File: src/rtl/plot_pkg.sv
// rtl/plot_pkg.sv - shared plot constants, arbiter state type and helpers
package plot_pkg;

    localparam int NREQ   = 3;
    localparam int XSZ    = 8;
    localparam int YSZ    = 7;
    localparam int COLSZ  = 3;
    localparam int XMAX   = 160;
    localparam int YMAX   = 120;
    localparam int PCNT_W = 15;

    localparam logic [PCNT_W-1:0] PCNT_MAX = '1;

    typedef enum logic [1:0] {
        ST_IDLE,
        ST_GRANT,
        ST_TURN
    } arb_state_t;

    function automatic int idx_w(input int n);
        return (n > 1) ? $clog2(n) : 1;
    endfunction

endpackage

File: src/rtl/plot_arbiter_if.sv
// rtl/plot_arbiter_if.sv - requester-side and vga-side signals of the plot arbiter
interface plot_arbiter_if #(
    parameter int NREQ   = plot_pkg::NREQ,
    parameter int XSZ    = plot_pkg::XSZ,
    parameter int YSZ    = plot_pkg::YSZ,
    parameter int COLSZ  = plot_pkg::COLSZ,
    parameter int PCNT_W = plot_pkg::PCNT_W
);
    logic [NREQ-1:0]       req;
    logic [NREQ-1:0]       pix_valid;
    logic [NREQ*XSZ-1:0]   x_in;
    logic [NREQ*YSZ-1:0]   y_in;
    logic [NREQ*COLSZ-1:0] col_in;
    logic [NREQ-1:0]       gnt;
    logic [XSZ-1:0]        x_out;
    logic [YSZ-1:0]        y_out;
    logic [COLSZ-1:0]      col_out;
    logic                  plotEn;
    logic                  busy;
    logic [PCNT_W-1:0]     pix_count;
    logic                  oob_err;

    modport master (
        output req, pix_valid, x_in, y_in, col_in,
        input  gnt, x_out, y_out, col_out, plotEn, busy, pix_count, oob_err
    );

    modport slave (
        input  req, pix_valid, x_in, y_in, col_in,
        output gnt, x_out, y_out, col_out, plotEn, busy, pix_count, oob_err
    );
endinterface

File: src/rtl/plot_arbiter_rr_pick.sv
// rtl/plot_arbiter_rr_pick.sv - combinational round-robin picker: first request at or after ptr
module rr_pick #(
    parameter int NREQ = 3,
    parameter int IW   = 2
) (
    input  logic [NREQ-1:0] req,
    input  logic [IW-1:0]   ptr,
    output logic [NREQ-1:0] pick,
    output logic [IW-1:0]   idx
);
    logic        found;
    logic [IW:0] pos;

    always_comb begin
        found = 1'b0;
        pos   = '0;
        pick  = '0;
        idx   = '0;
        for (int k = 0; k < NREQ; k++) begin
            // One extra bit so ptr+k never wraps before the modulo fold.
            pos = {1'b0, ptr} + (IW+1)'(k);
            if (pos >= (IW+1)'(NREQ)) begin
                pos = pos - (IW+1)'(NREQ);
            end
            if (!found && req[pos[IW-1:0]]) begin
                found                = 1'b1;
                pick[pos[IW-1:0]]    = 1'b1;
                idx                  = pos[IW-1:0];
            end
        end
    end

endmodule

File: src/rtl/plot_arbiter.sv
// rtl/plot_arbiter.sv - round-robin arbiter forwarding one requester's pixels to the vga adapter
module plot_arbiter #(
    parameter int NREQ  = plot_pkg::NREQ,
    parameter int XSZ   = plot_pkg::XSZ,
    parameter int YSZ   = plot_pkg::YSZ,
    parameter int COLSZ = plot_pkg::COLSZ,
    parameter int XMAX  = plot_pkg::XMAX,
    parameter int YMAX  = plot_pkg::YMAX
) (
    input  logic          clk,
    input  logic          resetn,
    plot_arbiter_if.slave bus
);
    import plot_pkg::*;

    localparam int             IW    = idx_w(NREQ);
    localparam logic [XSZ-1:0] X_LIM = XSZ'(XMAX);
    localparam logic [YSZ-1:0] Y_LIM = YSZ'(YMAX);

    arb_state_t        state_q, state_d;
    logic [NREQ-1:0]   gnt_q, gnt_d;
    logic [IW-1:0]     g_q, g_d;
    logic [IW-1:0]     rr_ptr_q, rr_ptr_d;
    logic [XSZ-1:0]    x_out_q, x_out_d;
    logic [YSZ-1:0]    y_out_q, y_out_d;
    logic [COLSZ-1:0]  col_out_q, col_out_d;
    logic              plot_en_q, plot_en_d;
    logic [PCNT_W-1:0] pix_count_q, pix_count_d;
    logic              oob_err_q, oob_err_d;

    logic [NREQ-1:0]   pick;
    logic [IW-1:0]     pick_idx;

    logic              sel_req;
    logic              sel_valid;
    logic [XSZ-1:0]    sel_x;
    logic [YSZ-1:0]    sel_y;
    logic [COLSZ-1:0]  sel_col;

    rr_pick #(.NREQ(NREQ), .IW(IW)) u_rr_pick (
        .req  (bus.req),
        .ptr  (rr_ptr_q),
        .pick (pick),
        .idx  (pick_idx)
    );

    // Only the granted requester's lane is ever looked at.
    always_comb begin
        sel_req   = 1'b0;
        sel_valid = 1'b0;
        sel_x     = '0;
        sel_y     = '0;
        sel_col   = '0;
        for (int i = 0; i < NREQ; i++) begin
            if (g_q == IW'(i)) begin
                sel_req   = bus.req[i];
                sel_valid = bus.pix_valid[i];
                sel_x     = bus.x_in[i*XSZ +: XSZ];
                sel_y     = bus.y_in[i*YSZ +: YSZ];
                sel_col   = bus.col_in[i*COLSZ +: COLSZ];
            end
        end
    end

    always_comb begin
        state_d     = state_q;
        gnt_d       = gnt_q;
        g_d         = g_q;
        rr_ptr_d    = rr_ptr_q;
        x_out_d     = x_out_q;
        y_out_d     = y_out_q;
        col_out_d   = col_out_q;
        plot_en_d   = 1'b0;
        pix_count_d = pix_count_q;
        oob_err_d   = oob_err_q;
        case (state_q)
            ST_IDLE: begin
                if (|bus.req) begin
                    gnt_d       = pick;
                    g_d         = pick_idx;
                    pix_count_d = '0;
                    state_d     = ST_GRANT;
                end
            end
            ST_GRANT: begin
                if (!sel_req) begin
                    // A strobe in the release cycle is dropped with the grant.
                    gnt_d    = '0;
                    state_d  = ST_TURN;
                    rr_ptr_d = (g_q == IW'(NREQ-1)) ? '0 : g_q + IW'(1);
                end else if (sel_valid) begin
                    if (sel_x >= X_LIM || sel_y >= Y_LIM) begin
                        oob_err_d = 1'b1;
                    end else begin
                        x_out_d   = sel_x;
                        y_out_d   = sel_y;
                        col_out_d = sel_col;
                        plot_en_d = 1'b1;
                        if (pix_count_q != PCNT_MAX) begin
                            pix_count_d = pix_count_q + PCNT_W'(1);
                        end
                    end
                end
            end
            ST_TURN: begin
                state_d = ST_IDLE;
            end
            default: begin
                state_d = ST_IDLE;
                gnt_d   = '0;
            end
        endcase
    end

    always_ff @(posedge clk or negedge resetn) begin
        if (!resetn) begin
            state_q     <= ST_IDLE;
            gnt_q       <= '0;
            g_q         <= '0;
            rr_ptr_q    <= '0;
            x_out_q     <= '0;
            y_out_q     <= '0;
            col_out_q   <= '0;
            plot_en_q   <= 1'b0;
            pix_count_q <= '0;
            oob_err_q   <= 1'b0;
        end else begin
            state_q     <= state_d;
            gnt_q       <= gnt_d;
            g_q         <= g_d;
            rr_ptr_q    <= rr_ptr_d;
            x_out_q     <= x_out_d;
            y_out_q     <= y_out_d;
            col_out_q   <= col_out_d;
            plot_en_q   <= plot_en_d;
            pix_count_q <= pix_count_d;
            oob_err_q   <= oob_err_d;
        end
    end

    assign bus.gnt       = gnt_q;
    assign bus.x_out     = x_out_q;
    assign bus.y_out     = y_out_q;
    assign bus.col_out   = col_out_q;
    assign bus.plotEn    = plot_en_q;
    assign bus.busy      = (state_q != ST_IDLE);
    assign bus.pix_count = pix_count_q;
    assign bus.oob_err   = oob_err_q;

endmodule

File: src/flat_wrapper.sv
// flat-port wrapper written by rule: the top's interface ports become plain ports
module plot_arbiter_flat import plot_pkg::*;
#(
    parameter int NREQ  = plot_pkg::NREQ,
    parameter int XSZ   = plot_pkg::XSZ,
    parameter int YSZ   = plot_pkg::YSZ,
    parameter int COLSZ = plot_pkg::COLSZ,
    parameter int XMAX  = plot_pkg::XMAX,
    parameter int YMAX  = plot_pkg::YMAX
)
  (clk, resetn, bus_req, bus_pix_valid, bus_x_in, bus_y_in, bus_col_in, bus_gnt, bus_x_out, bus_y_out, bus_col_out, bus_plotEn, bus_busy, bus_pix_count, bus_oob_err);
  plot_arbiter_if #(.NREQ(NREQ), .XSZ(XSZ), .YSZ(YSZ), .COLSZ(COLSZ)) bus_i ();
  input  logic clk;
  input  logic resetn;
  input wire logic [$bits(bus_i.req)-1:0] bus_req;
  input wire logic [$bits(bus_i.pix_valid)-1:0] bus_pix_valid;
  input wire logic [$bits(bus_i.x_in)-1:0] bus_x_in;
  input wire logic [$bits(bus_i.y_in)-1:0] bus_y_in;
  input wire logic [$bits(bus_i.col_in)-1:0] bus_col_in;
  output wire logic [$bits(bus_i.gnt)-1:0] bus_gnt;
  output wire logic [$bits(bus_i.x_out)-1:0] bus_x_out;
  output wire logic [$bits(bus_i.y_out)-1:0] bus_y_out;
  output wire logic [$bits(bus_i.col_out)-1:0] bus_col_out;
  output wire logic [$bits(bus_i.plotEn)-1:0] bus_plotEn;
  output wire logic [$bits(bus_i.busy)-1:0] bus_busy;
  output wire logic [$bits(bus_i.pix_count)-1:0] bus_pix_count;
  output wire logic [$bits(bus_i.oob_err)-1:0] bus_oob_err;
  assign bus_i.req = bus_req;
  assign bus_i.pix_valid = bus_pix_valid;
  assign bus_i.x_in = bus_x_in;
  assign bus_i.y_in = bus_y_in;
  assign bus_i.col_in = bus_col_in;
  assign bus_gnt = bus_i.gnt;
  assign bus_x_out = bus_i.x_out;
  assign bus_y_out = bus_i.y_out;
  assign bus_col_out = bus_i.col_out;
  assign bus_plotEn = bus_i.plotEn;
  assign bus_busy = bus_i.busy;
  assign bus_pix_count = bus_i.pix_count;
  assign bus_oob_err = bus_i.oob_err;
  plot_arbiter #(.NREQ(NREQ), .XSZ(XSZ), .YSZ(YSZ), .COLSZ(COLSZ), .XMAX(XMAX), .YMAX(YMAX)) u_core (.clk(clk), .resetn(resetn), .bus(bus_i));
endmodule
File: config.mk
export PLATFORM = sky130hd
export DESIGN_NAME = plot_arbiter_flat
export DESIGN_NICKNAME = d
export VERILOG_FILES = /design/src/rtl/plot_pkg.sv /design/src/rtl/plot_arbiter_if.sv /design/src/rtl/plot_arbiter_rr_pick.sv /design/src/rtl/plot_arbiter.sv /design/src/flat_wrapper.sv
export SDC_FILE = /design/constraint.sdc
export NUM_CORES = 1
export LEC_CHECK = 0
export CAP_MARGIN = 20
export CORE_MARGIN = 1.5
export CORE_UTILIZATION = 48
export CTS_CLUSTER_SIZE = 12
export DETAILED_ROUTE_END_ITERATION = 12
export GPL_ROUTABILITY_DRIVEN = 0
export HOLD_SLACK_MARGIN = 0.05
export PLACE_DENSITY = 0.86
export SLEW_MARGIN = 20
export SYNTH_ARGS = -nofsm -noshare
export SYNTH_HDL_FRONTEND = slang
export SYNTH_SLANG_ARGS = --single-unit
File: constraint.sdc
create_clock -name clk -period 4.2 [get_ports clk]
set_clock_uncertainty 0.05 [all_clocks]
set_input_delay 0.63 -clock clk [delete_from_list [all_inputs] [get_ports clk]]
set_output_delay 0.63 -clock clk [all_outputs]
set_load 0.01 [all_outputs]
==> metrics.md, run 1 <==
| Metric | Value |
|---|---|
| Status | `complete, no violations` |
| Vias in the first global route | `2410` |
| HPWL reported at the end of detailed placement | `5260 um` |
| Worst-skew pair later-pin latency | `0.29 ns` |
| DRC marker count from the first detailed-route iteration | `133` |
| Critical-path top delay cell | `sky130_fd_sc_hd__dfrtp_1` |
| Antenna violations before repair | `0` |
| Endpoints failing setup | `0` |
| GRT Residual Overflow | `0` |
| Number of buffers inserted to repair setup after CTS | `0` |
| Number of hold violations in the final report | `0` |
| DRC violations left | `0` |
| CP Class | `reg2reg` |
| Num CTS Buffers | `5` |
| Tightest Pin Transition | `0.756 ns` |
| Post-synthesis cell type with the largest combined area | `sky130_fd_sc_hd__dfrtp_1` |
| NetSw | `0.000804 W` |
| Internal power | `0.00129 W` |
| Antenna violation net count after detailed routing | `0` |
| Via total after detailed routing | `2335` |
| Startpoint kind of the worst setup timing path | `flip-flop` |
| Synthesis-to-finish area growth | `42.9%` |
| TritonRoute pass-1 iters | `4` |
| Detailed-route wire length per cell | `16.4 um` |
| Post-layout minimum cycle time | `3.22 ns` |
| Average via count per standard cell | `5.53` |
| First-pass GRT wire length | `12000 um` |
| GRT Util Overall | `25.4%` |
| Required time at the worst-slack endpoint | `4.33 ns` |
| Number of distinct library cell variants in the gate-level netlist after synthesis | `48` |
| Clock transition time at the flip-flop clock pins of the worst setup and hold paths | `0.09 ns` |
| Combinational Power Share | `51.3%` |
| Setup slack of the most critical reg-to-reg path | `0.98 ns` |
| Register bit total from synthesis | `44` |
| Initial core utilization | `50.7%` |
| Clock tree from TritonCTS | `yes` |
| Root buffer cell | `sky130_fd_sc_hd__clkbuf_8` |
| Top cell type's share of synthesized area | `42.0%` |
| Net Sw Frac | `38.5%` |
| Horizontal die dimension | `76.9 um` |
| Worst Path Arrival | `3.35 ns` |
| Power consumption | `0.00209 W` |
| Leading post-synthesis cells by cell area | `sky130_fd_sc_hd__dfrtp_1 42%, sky130_fd_sc_hd__mux2i_1 9.2%, sky130_fd_sc_hd__mux2_1 7.7%` |
| Share of synthesized area occupied by flip-flops and latches | `42.0%` |
| Synth Flop Type | `sky130_fd_sc_hd__dfrtp_1` |
| Worst Path Max Fanout | `24` |
| RR Endpoint | `u_core.bus.y_out[0]$_DFFE_PN0P_` |
| Largest net degree at the start of global routing | `45` |
| ANT cells | `0` |
| Proportion of power drawn by the clock network | `15.8%` |
| Final Slew Violations | `0` |
| PD cells | `558 nW/um^2` |
| Port Buf Inserts | `100` |
| Num Clock Sinks | `44` |
| DIE AREA | `5920 um^2` |
| Crit path cell chain | `nor2b_4, a2bb2oi_1, nand2b_1, nor3_2, buf_4, mux2_1` |
| Number of cells traversed by the worst register-to-register path | `6` |
| Resize count post-CTS | `0` |
| Proportion of power drawn by flip-flops and latches | `32.9%` |
| Total of warnings raised by yosys | `0` |
| Fmax | `310 MHz` |
| Crit Reg-Reg Startpoint | `u_core.g_q[1]$_DFFE_PN0P_` |
| Max Root-Sink Buffers | `2` |
| Buffers plus inverters on the worst setup path | `1` |
| Setup repair after global routing missed its margin | `false` |
| Class of the tightest hold or removal check | `in2async` |
| Endpoint kind of the worst setup timing path | `flip-flop` |
| Largest vdd supply drop | `0.486 mV` |
| H-Tree Level Count | `2` |
| Total Nets Final | `418` |
| Leakage dissipation | `1.50 nW` |
| Max Cap Violations | `0` |
| Final sum of negative setup slack | `0 ns` |
| Async set-reset flop share out of synthesis | `100%` |
| Number of rows created at floorplan | `26` |
| Area of the mapped netlist | `2620 um^2` |
| Share of cells above drive strength 1 | `5.97%` |
| Instance count on the critical path | `6` |
| Number of instances in the synthesized netlist | `258` |
| Final routed wirelength across all metal layers | `6930 um` |
| Synthesized net count | `325` |
| Biggest cell delay along the critical path | `0.83 ns` |
| Worst max-slew margin expressed relative to the limit | `49.4%` |
| Post-CTS Hold Buffers | `0` |
| Number of synthesized flops with an enable pin | `0` |
| Period Utilization, post-route | `76.8%` |
| Die Y | `76.9 um` |
| Synth Area per Inst | `10.2 um^2` |
| Crit path max-delay family | `simple AND/OR/NAND/NOR gates` |
| Number of placed I/O pins | `101` |
| Std-Cell Core Area | `5170 um^2` |
==> flip-flops by register name, summed over array words and instances, names as in the netlist <==
| signal | cells |
|---|---|
| u_core.g_q | 2 |
| u_core.bus.gnt | 3 |
| u_core.bus.col_out | 3 |
| u_core.state_q | 2 |
| u_core.rr_ptr_q | 2 |
| u_core.bus.plotEn | 1 |
| u_core.bus.oob_err | 1 |
| u_core.bus.y_out | 7 |
| u_core.bus.x_out | 8 |
| u_core.bus.pix_count | 15 |
==> kinds of logic (layout without fill, tap and decap cells) <==
logic type	Yosys count	after routing	synth area share, %
simple gates	84	84	18.6
compound gates	64	64	16.0
flops	44	44	42.0
mux	42	42	16.9
buf+inv	19	113	4.15
fa+ha+maj	5	5	2.39
==> layer usage <==
layer	up-vias	routed length, um	track usage [%]
met5	-	0	0
met4	0	113	6.67
met3	8	269	3.93
met2	57	3660	45.8
met1	1126	2880	31.5
li1	1144	-	-
==> cell usage in the layout, fill, tap and decap left out, types with 3 or more instances in the layout <==
master                            netlist  final
sky130_fd_sc_hd__o21ai_1                5      5
sky130_fd_sc_hd__clkbuf_8               0      5
sky130_fd_sc_hd__nand3b_1               4      4
sky130_fd_sc_hd__o31ai_1                6      6
sky130_fd_sc_hd__o2bb2ai_1              7      7
sky130_fd_sc_hd__o21ai_0               18     18
sky130_fd_sc_hd__ha_1                   5      5
sky130_fd_sc_hd__nand2b_1               8      8
sky130_fd_sc_hd__or4_1                  5      5
sky130_fd_sc_hd__clkdlybuf4s50_1        0     99
sky130_fd_sc_hd__mux2_1                18     18
sky130_fd_sc_hd__a21oi_1               11     11
sky130_fd_sc_hd__nor2b_1                3      3
sky130_fd_sc_hd__nand4_1                6      6
sky130_fd_sc_hd__dfrtp_1               44     44
sky130_fd_sc_hd__inv_1                  3      3
sky130_fd_sc_hd__nor2_1                 4      4
sky130_fd_sc_hd__mux2i_1               24     24
sky130_fd_sc_hd__nand3_1                5      5
sky130_fd_sc_hd__nand2_1               31     31
sky130_fd_sc_hd__buf_4                  4      3
==> worst max path at each step <==
stage,start,end
floorplan,bus_req[2],u_core.bus.col_out[0]$_DFFE_PN0P_
global placement,u_core.g_q[1]$_DFFE_PN0P_,u_core.bus.x_out[3]$_DFFE_PN0P_
detailed placement,u_core.g_q[1]$_DFFE_PN0P_,u_core.bus.y_out[0]$_DFFE_PN0P_
CTS,u_core.g_q[1]$_DFFE_PN0P_,u_core.bus.y_out[0]$_DFFE_PN0P_
global route,u_core.g_q[1]$_DFFE_PN0P_,u_core.bus.x_out[6]$_DFFE_PN0P_
finish,u_core.g_q[1]$_DFFE_PN0P_,u_core.bus.y_out[0]$_DFFE_PN0P_
==> final cells by class <==
cell class	instances	area, um^2
fill	376	1430
sequential	44	1100
inverter	3	11.3
timing repair buffer	102	1010
tap	70	87.6
clock buffer	5	68.8
clock inverter	3	47.5
multi-input combinational	195	1420
==> metrics by stage <==
step / instances / setup slack, ns / utilization (%) / area (um^2) / hold WS (ns)
global placement: 414 / 1.17 / 70.2 / 3630 / 0.417
finish: 422 / 0.976 / 72.4 / 3750 / 0.264
detailed placement: 414 / 1.04 / 70.2 / 3630 / 0.425
global route: 422 / 0.785 / 72.4 / 3750 / 0.316
CTS: 422 / 1.02 / 72.4 / 3740 / 0.445
floorplan: 258 / 2.08 / - / 2620 / 0.284
==> synthesized netlist by cell type (2+ instances only) <==
cell	n
sky130_fd_sc_hd__o2bb2ai_1	7
sky130_fd_sc_hd__nor3_1	3
sky130_fd_sc_hd__nand2b_1	8
sky130_fd_sc_hd__and4_1	2
sky130_fd_sc_hd__o31ai_1	6
sky130_fd_sc_hd__inv_1	3
sky130_fd_sc_hd__or2_2	2
sky130_fd_sc_hd__or3_1	2
sky130_fd_sc_hd__mux2i_1	24
sky130_fd_sc_hd__nand3_1	5
sky130_fd_sc_hd__buf_6	3
sky130_fd_sc_hd__o21a_1	2
sky130_fd_sc_hd__a32o_1	2
sky130_fd_sc_hd__nand2_1	31
sky130_fd_sc_hd__mux2_1	18
sky130_fd_sc_hd__a21oi_1	11
sky130_fd_sc_hd__o21ai_1	5
sky130_fd_sc_hd__and3_1	2
sky130_fd_sc_hd__nand3b_1	4
sky130_fd_sc_hd__nand4_1	6
sky130_fd_sc_hd__ha_1	5
sky130_fd_sc_hd__o21ai_0	18
sky130_fd_sc_hd__nor2b_1	3
sky130_fd_sc_hd__dfrtp_1	44
sky130_fd_sc_hd__buf_4	4
sky130_fd_sc_hd__clkbuf_1	8
sky130_fd_sc_hd__a31oi_1	2
sky130_fd_sc_hd__nor2_1	4
sky130_fd_sc_hd__or4_1	5
==> power groups by stage <==
stage,clock (W),combinational (W),sequential (W)
final,0.000331,0.00107,0.000687
after global routing,0.000355,0.00116,0.000710
after CTS,0.000337,0.00108,0.000685
after detailed placement,0,0.00107,0.000693
after global placement,0,0.00104,0.000684
after floorplan,0,0.000640,0.000691
(Power assumes the default switching activity.)
==> run 2, diff against run 1 <==
- CORE_UTILIZATION: 48 -> 40
- PLACE_DENSITY: 0.86 -> 0.76
- clock period: 4.2 -> 2.7 ns (I/O delays scaled with it)
==> run 2 against run 1 <==
Effect of this change: count of clock-buffer cells in the layout is the same; core utilization fell by 11 points; die area rose by 19%; hold slack got worse by 0.22 ns; worst setup slack lost 0.81 ns; routed wire length down 1.2%; combinational power rose by 67%; final area rose by 4.1%; cell count grew 3.8%; critical path type unchanged; highest routed layer unchanged.
==> metrics.md, run 2 (synthesis results as in run 1) <==
| Metric | Value |
|---|---|
| Status | `complete, no violations` |
| RR Endpoint | `u_core.bus.x_out[3]$_DFFE_PN0P_` |
| Crit Reg-Reg Startpoint | `u_core.g_q[0]$_DFFE_PN0P_` |
| Minimum setup slack after placement | `0.113 ns` |
| DIE AREA | `7050 um^2` |
| Final Slew Violations | `0` |
| First-pass GRT wire length | `11300 um` |
| Clock transition time at the flip-flop clock pins of the worst setup and hold paths | `0.09 ns` |
| Final routed wirelength across all metal layers | `6850 um` |
| Total Nets Final | `427` |
| Post-CTS Hold Buffers | `0` |
| Port Buf Inserts | `100` |
| TritonRoute pass-1 iters | `4` |
| Class of the tightest hold or removal check | `in2async` |
| Worst Path Max Fanout | `20` |
| Std-Cell Core Area | `6350 um^2` |
| Top library cells by usage in the layout, fill and taps aside | `99 x sky130_fd_sc_hd__clkdlybuf4s50_1, 44 x sky130_fd_sc_hd__dfrtp_1, 31 x sky130_fd_sc_hd__nand2_1` |
| Root buffer cell | `sky130_fd_sc_hd__clkbuf_8` |
| Post-layout minimum cycle time | `2.53 ns` |
| HPWL reported at the end of detailed placement | `5120 um` |
| Number of rows created at floorplan | `29` |
| Startpoint kind of the worst setup timing path | `flip-flop` |
| Largest net degree at the start of global routing | `45` |
| Max Root-Sink Buffers | `2` |
| Required time at the worst-slack endpoint | `2.82 ns` |
| Average via count per standard cell | `5.52` |
| Worst max-slew margin expressed relative to the limit | `63.5%` |
| Setup slack of the most critical reg-to-reg path | `0.17 ns` |
| Period Utilization, post-route | `93.8%` |
| Max reg flops | `15` |
| Worst Path Arrival | `2.65 ns` |
| Detailed-route wire length per cell | `15.6 um` |
| DRC marker count from the first detailed-route iteration | `122` |
| Leakage dissipation | `1.57 nW` |
| Final sum of negative setup slack | `0 ns` |
| H-Tree Level Count | `2` |
| Vias in the first global route | `2340` |
| Max Cap Violations | `0` |
| Worst-skew pair later-pin latency | `0.30 ns` |
| Final Worst Setup Slack | `0.167 ns` |
| Final core utilization | `61.4%` |
| Endpoints failing setup | `0` |
| GRT Util Overall | `20.0%` |
| Antenna violations before repair | `0` |
| Most common cell after layout, fill and taps aside | `sky130_fd_sc_hd__clkdlybuf4s50_1` |
| Number of cells traversed by the worst register-to-register path | `8` |
| Antenna violation net count after detailed routing | `0` |
| PD cells | `897 nW/um^2` |
| Num Clock Sinks | `44` |
| Largest vdd supply drop | `0.585 mV` |
| Num CTS Buffers | `5` |
| Via total after detailed routing | `2418` |
| Fmax | `395 MHz` |
| Synthesis-to-finish area growth | `48.7%` |
| Number of hold violations in the final report | `0` |
| ANT cells | `0` |
| Share of cells above drive strength 1 | `8.31%` |
| Number of placed I/O pins | `101` |
| Horizontal die dimension | `84.0 um` |
| GRT Residual Overflow | `0` |
| Setup repair after global routing missed its margin | `false` |
| Resize count post-CTS | `0` |
| Number of buffers inserted to repair setup after CTS | `0` |
| Tightest Pin Transition | `0.548 ns` |
| Endpoint kind of the worst setup timing path | `flip-flop` |
| Initial core utilization | `41.3%` |
| Clock tree from TritonCTS | `yes` |
| CP Class | `reg2reg` |
| DRC violations left | `0` |
| Die Y | `84.0 um` |
[run 2: cell types whose count changed in the layout (fill, tap and decap cells not counted), sizes merged]
cell,change
clkinv,-2
buf,+9
bufinv,+2
[run 2: per-stage QoR]
step	instances	total power, W	instance area (um^2)	hold WS [ns]
final	438	0.00350	3900	0.0402
after global routing	438	0.00374	3900	0.0705
after CTS	438	0.00353	3890	0.235
after detailed placement	430	0.00282	3730	0.423
after global placement	430	0.00278	3730	0.418
after floorplan	258	0.00207	2620	0.0594
[run 2: critical path, stage by stage (launching register included)]
cell	delay, ns
sky130_fd_sc_hd__dfrtp_1	0.57
sky130_fd_sc_hd__buf_12	0.21
sky130_fd_sc_hd__mux2i_1	0.19
sky130_fd_sc_hd__o2bb2ai_1	0.12
sky130_fd_sc_hd__o21ai_1	0.35
sky130_fd_sc_hd__nand2_1	0.14
sky130_fd_sc_hd__nor3_2	0.20
sky130_fd_sc_hd__buf_12	0.21
sky130_fd_sc_hd__mux2_1	0.36
[run 2: cell type report]
| class | count | area [um^2] |
|---|---|---|
| Fill cell | 515 | 2450 |
| Multi-Input combinational cell | 195 | 1430 |
| Timing Repair Buffer | 111 | 1110 |
| Sequential cell | 44 | 1100 |
| Tap cell | 77 | 96.3 |
| Clock inverter | 3 | 90.1 |
| Clock buffer | 5 | 68.8 |
| Inverter | 3 | 11.3 |
[run 2: per-layer routing]
layer | vias to the layer above | share of wire [%] | global-route usage (%)
met1 | 1164 | 41 | 24.3
met5 | - | 0 | 0
met4 | 0 | 1.3 | 6.56
met3 | 8 | 5.3 | 4.35
met2 | 77 | 52 | 35.3
li1 | 1169 | - | -
[run 2: where the power goes]
part           internal [W]  leakage [nW]  total, W  switching, W
Clock              0.000463        0.0784  0.000686      0.000224
Combinational      0.000921         0.928   0.00179      0.000874
Sequential         0.000872         0.568   0.00102      0.000146
Total               0.00225          1.57   0.00350       0.00124
[run 2: how the worst max path moves through the flow]
stage	depth (start not counted)	slack [ns]	startpoint	endpoint
2_1_floorplan	9	0.71	u_core.g_q[0]$_DFFE_PN0P_	u_core.bus.col_out[0]$_DFFE_PN0P_
3_3_place_gp	7	0.20	bus_req[0]	u_core.bus.pix_count[8]$_DFFE_PN0P_
3_5_place_dp	7	0.11	bus_req[0]	u_core.bus.pix_count[10]$_DFFE_PN0P_
4_1_cts	7	0.16	u_core.g_q[0]$_DFFE_PN0P_	u_core.bus.pix_count[10]$_DFFE_PN0P_
5_1_grt	8	0.04	u_core.g_q[0]$_DFFE_PN0P_	u_core.bus.y_out[0]$_DFFE_PN0P_
6_report	8	0.17	u_core.g_q[0]$_DFFE_PN0P_	u_core.bus.x_out[3]$_DFFE_PN0P_
==> run 3, diff against run 2 <==
- GPL_TIMING_DRIVEN: not set -> 1
- clock period: 2.7 -> 2.3 ns (I/O delays scaled with it)
==> run 3 against run 2 <==
Effect of this change: the run now ends with setup timing left; first-iteration DRC count fell by 13%; count of clock-buffer cells in the layout rose by 1; clock power fell by 12%; critical endpoint unchanged; largest cell class unchanged; largest power group unchanged; highest routed layer unchanged.
==> metrics.md, run 3 (synthesis results as in run 1) <==
| Metric | Value |
|---|---|
| Number of placed I/O pins | `101` |
| Detailed-route wire length per cell | `16.5 um` |
| Post-Layout Inst Area | `4140 um^2` |
| Total Nets Final | `453` |
| Worst max-slew margin expressed relative to the limit | `43.4%` |
| Max Cap Violations | `0` |
| DRC marker count from the first detailed-route iteration | `106` |
| Clock transition time at the flip-flop clock pins of the worst setup and hold paths | `0.09 ns` |
| Most common cell after layout, fill and taps aside | `sky130_fd_sc_hd__clkdlybuf4s50_1` |
| First-pass GRT wire length | `11700 um` |
| Max reg flops | `15` |
| H-Tree Level Count | `2` |
| Largest vdd supply drop | `0.487 mV` |
| Num CTS Buffers | `5` |
| Endpoint kind of the worst setup timing path | `flip-flop` |
| Worst Path Arrival | `2.48 ns` |
| Std-Cell Core Area | `6350 um^2` |
| Final sum of negative setup slack | `-0.421 ns` |
| Via total after detailed routing | `2528` |
| Num Clock Sinks | `44` |
| Tightest Pin Transition | `0.846 ns` |
| Startpoint kind of the worst setup timing path | `flip-flop` |
| Status | `complete, but fails checks` |
| Max Root-Sink Buffers | `2` |
| ANT cells | `0` |
| Final Slew Violations | `0` |
| Beginning of the critical path | `u_core.g_q[0]$_DFFE_PN0P_` |
| Class of the tightest hold or removal check | `in2async` |
| Final routed wirelength across all metal layers | `7640 um` |
| Port Buf Inserts | `100` |
| Minimum setup slack after placement | `-0.0533 ns` |
| Endpoints failing setup | `18` |
| DIE AREA | `7050 um^2` |
| Period Utilization, post-route | `101%` |
| Antenna violations before repair | `0` |
| Initial core utilization | `41.3%` |
| Number of rows created at floorplan | `29` |
| Root buffer cell | `sky130_fd_sc_hd__clkbuf_8` |
| Setup repair after global routing missed its margin | `true` |
| Violated checks | `setup timing` |
| Area after DPL | `3800 um^2` |
| GRT Residual Overflow | `0` |
| Number of hold violations in the final report | `0` |
| Horizontal die dimension | `84.0 um` |
| Synthesis-to-finish area growth | `58.0%` |
| HPWL reported at the end of detailed placement | `5190 um` |
| Leakage dissipation | `1.71 nW` |
| Number of cells traversed by the worst register-to-register path | `10` |
| Crit Reg-Reg Startpoint | `u_core.g_q[0]$_DFFE_PN0P_` |
| GRT Util Overall | `20.7%` |
| Worst-skew pair later-pin latency | `0.30 ns` |
| Share of cells above drive strength 1 | `17.8%` |
| Final Worst Setup Slack | `-0.0310 ns` |
| Clock tree from TritonCTS | `yes` |
| Fmax | `429 MHz` |
| Post-layout minimum cycle time | `2.33 ns` |
| Required time at the worst-slack endpoint | `2.45 ns` |
| RR Endpoint | `u_core.bus.x_out[3]$_DFFE_PN0P_` |
| DRC violations left | `0` |
| Top library cells by usage in the layout, fill and taps aside | `99 x sky130_fd_sc_hd__clkdlybuf4s50_1, 43 x sky130_fd_sc_hd__dfrtp_1, 30 x sky130_fd_sc_hd__nand2_1` |
| TritonRoute pass-1 iters | `4` |
| Worst Path Max Fanout | `11` |
| Setup slack of the most critical reg-to-reg path | `-0.03 ns` |
| Antenna violation net count after detailed routing | `0` |
| Largest net degree at the start of global routing | `45` |
| Vias in the first global route | `2439` |
| PD cells | `1030 nW/um^2` |
| Die Y | `84.0 um` |
| Average via count per standard cell | `5.45` |
| CP Class | `reg2reg` |
[run 3: changes by cell type in the layout (fill, tap and decap cells not counted), sizes merged]
cell / before / now
bufinv: 3 / 1
nor2b: 4 / 5
buf: 12 / 36
clkinv: 0 / 1
clkbuf: 5 / 7
[run 3: report_power, final]
| part | switching, W | internal (W) | leakage, nW | total, W |
|---|---|---|---|---|
| Clock | 0.000281 | 0.000323 | 0.0552 | 0.000604 |
| Combinational | 0.00115 | 0.00132 | 1.09 | 0.00248 |
| Sequential | 0.000168 | 0.00102 | 0.567 | 0.00119 |
[run 3: stage by stage]
stage	instances	utilization, %	power, W	hold slack [ns]
detailed placement	439	59.8	0.00335	0.412
global route	464	65.3	0.00453	0.112
floorplan	258	-	0.00243	-0.000591
finish	464	65.3	0.00427	0.0576
CTS	447	61.6	0.00396	0.0777
global placement	439	59.8	0.00330	0.406
[run 3: repair_timing]
action / CTS / global route
gates resized for setup: 1 / 23
setup endpoints to repair: 18 / 23
pin swaps: 0 / 5
buffers inserted: 0 / 15
gates cloned: 0 / 2
hold buffers: 0 / 0
[run 3: final cells by class]
cell class | count | area, um^2
sequential | 44 | 1100
timing repair buffer | 136 | 1330
clock buffer | 6 | 72.6
clock inverter | 2 | 35.0
fill | 484 | 2210
tap | 77 | 96.3
inverter | 3 | 11.3
multi-input combinational | 196 | 1500
[run 3: routing by layer]
| layer | GRT usage, % | routed length (um) | vias up |
|---|---|---|---|
| met5 | 0 | 0 | - |
| met4 | 5.81 | 143 | 0 |
| met3 | 3.96 | 333 | 11 |
| met2 | 37.5 | 4040 | 73 |
| met1 | 24.8 | 3130 | 1231 |
| li1 | - | - | 1213 |
[run 3: worst max-delay path, stage by stage (launching register included)]
cell	delay (ns)
sky130_fd_sc_hd__dfrtp_2	0.44
sky130_fd_sc_hd__buf_12	0.16
sky130_fd_sc_hd__buf_4	0.14
sky130_fd_sc_hd__mux2i_1	0.13
sky130_fd_sc_hd__o2bb2ai_1	0.11
sky130_fd_sc_hd__nand4_1	0.18
sky130_fd_sc_hd__nand2_2	0.10
sky130_fd_sc_hd__nor3_4	0.30
sky130_fd_sc_hd__buf_6	0.15
sky130_fd_sc_hd__buf_12	0.13
sky130_fd_sc_hd__mux2_1	0.33
[run 3: how the worst max path moves through the flow]
stage,to
2_1_floorplan,u_core.bus.col_out[0]$_DFFE_PN0P_
3_5_place_dp,u_core.bus.x_out[7]$_DFFE_PN0P_
4_1_cts,u_core.bus.x_out[3]$_DFFE_PN0P_
3_3_place_gp,u_core.bus.gnt[1]$_DFFE_PN0P_
6_report,u_core.bus.x_out[3]$_DFFE_PN0P_
5_1_grt,u_core.bus.y_out[1]$_DFFE_PN0P_
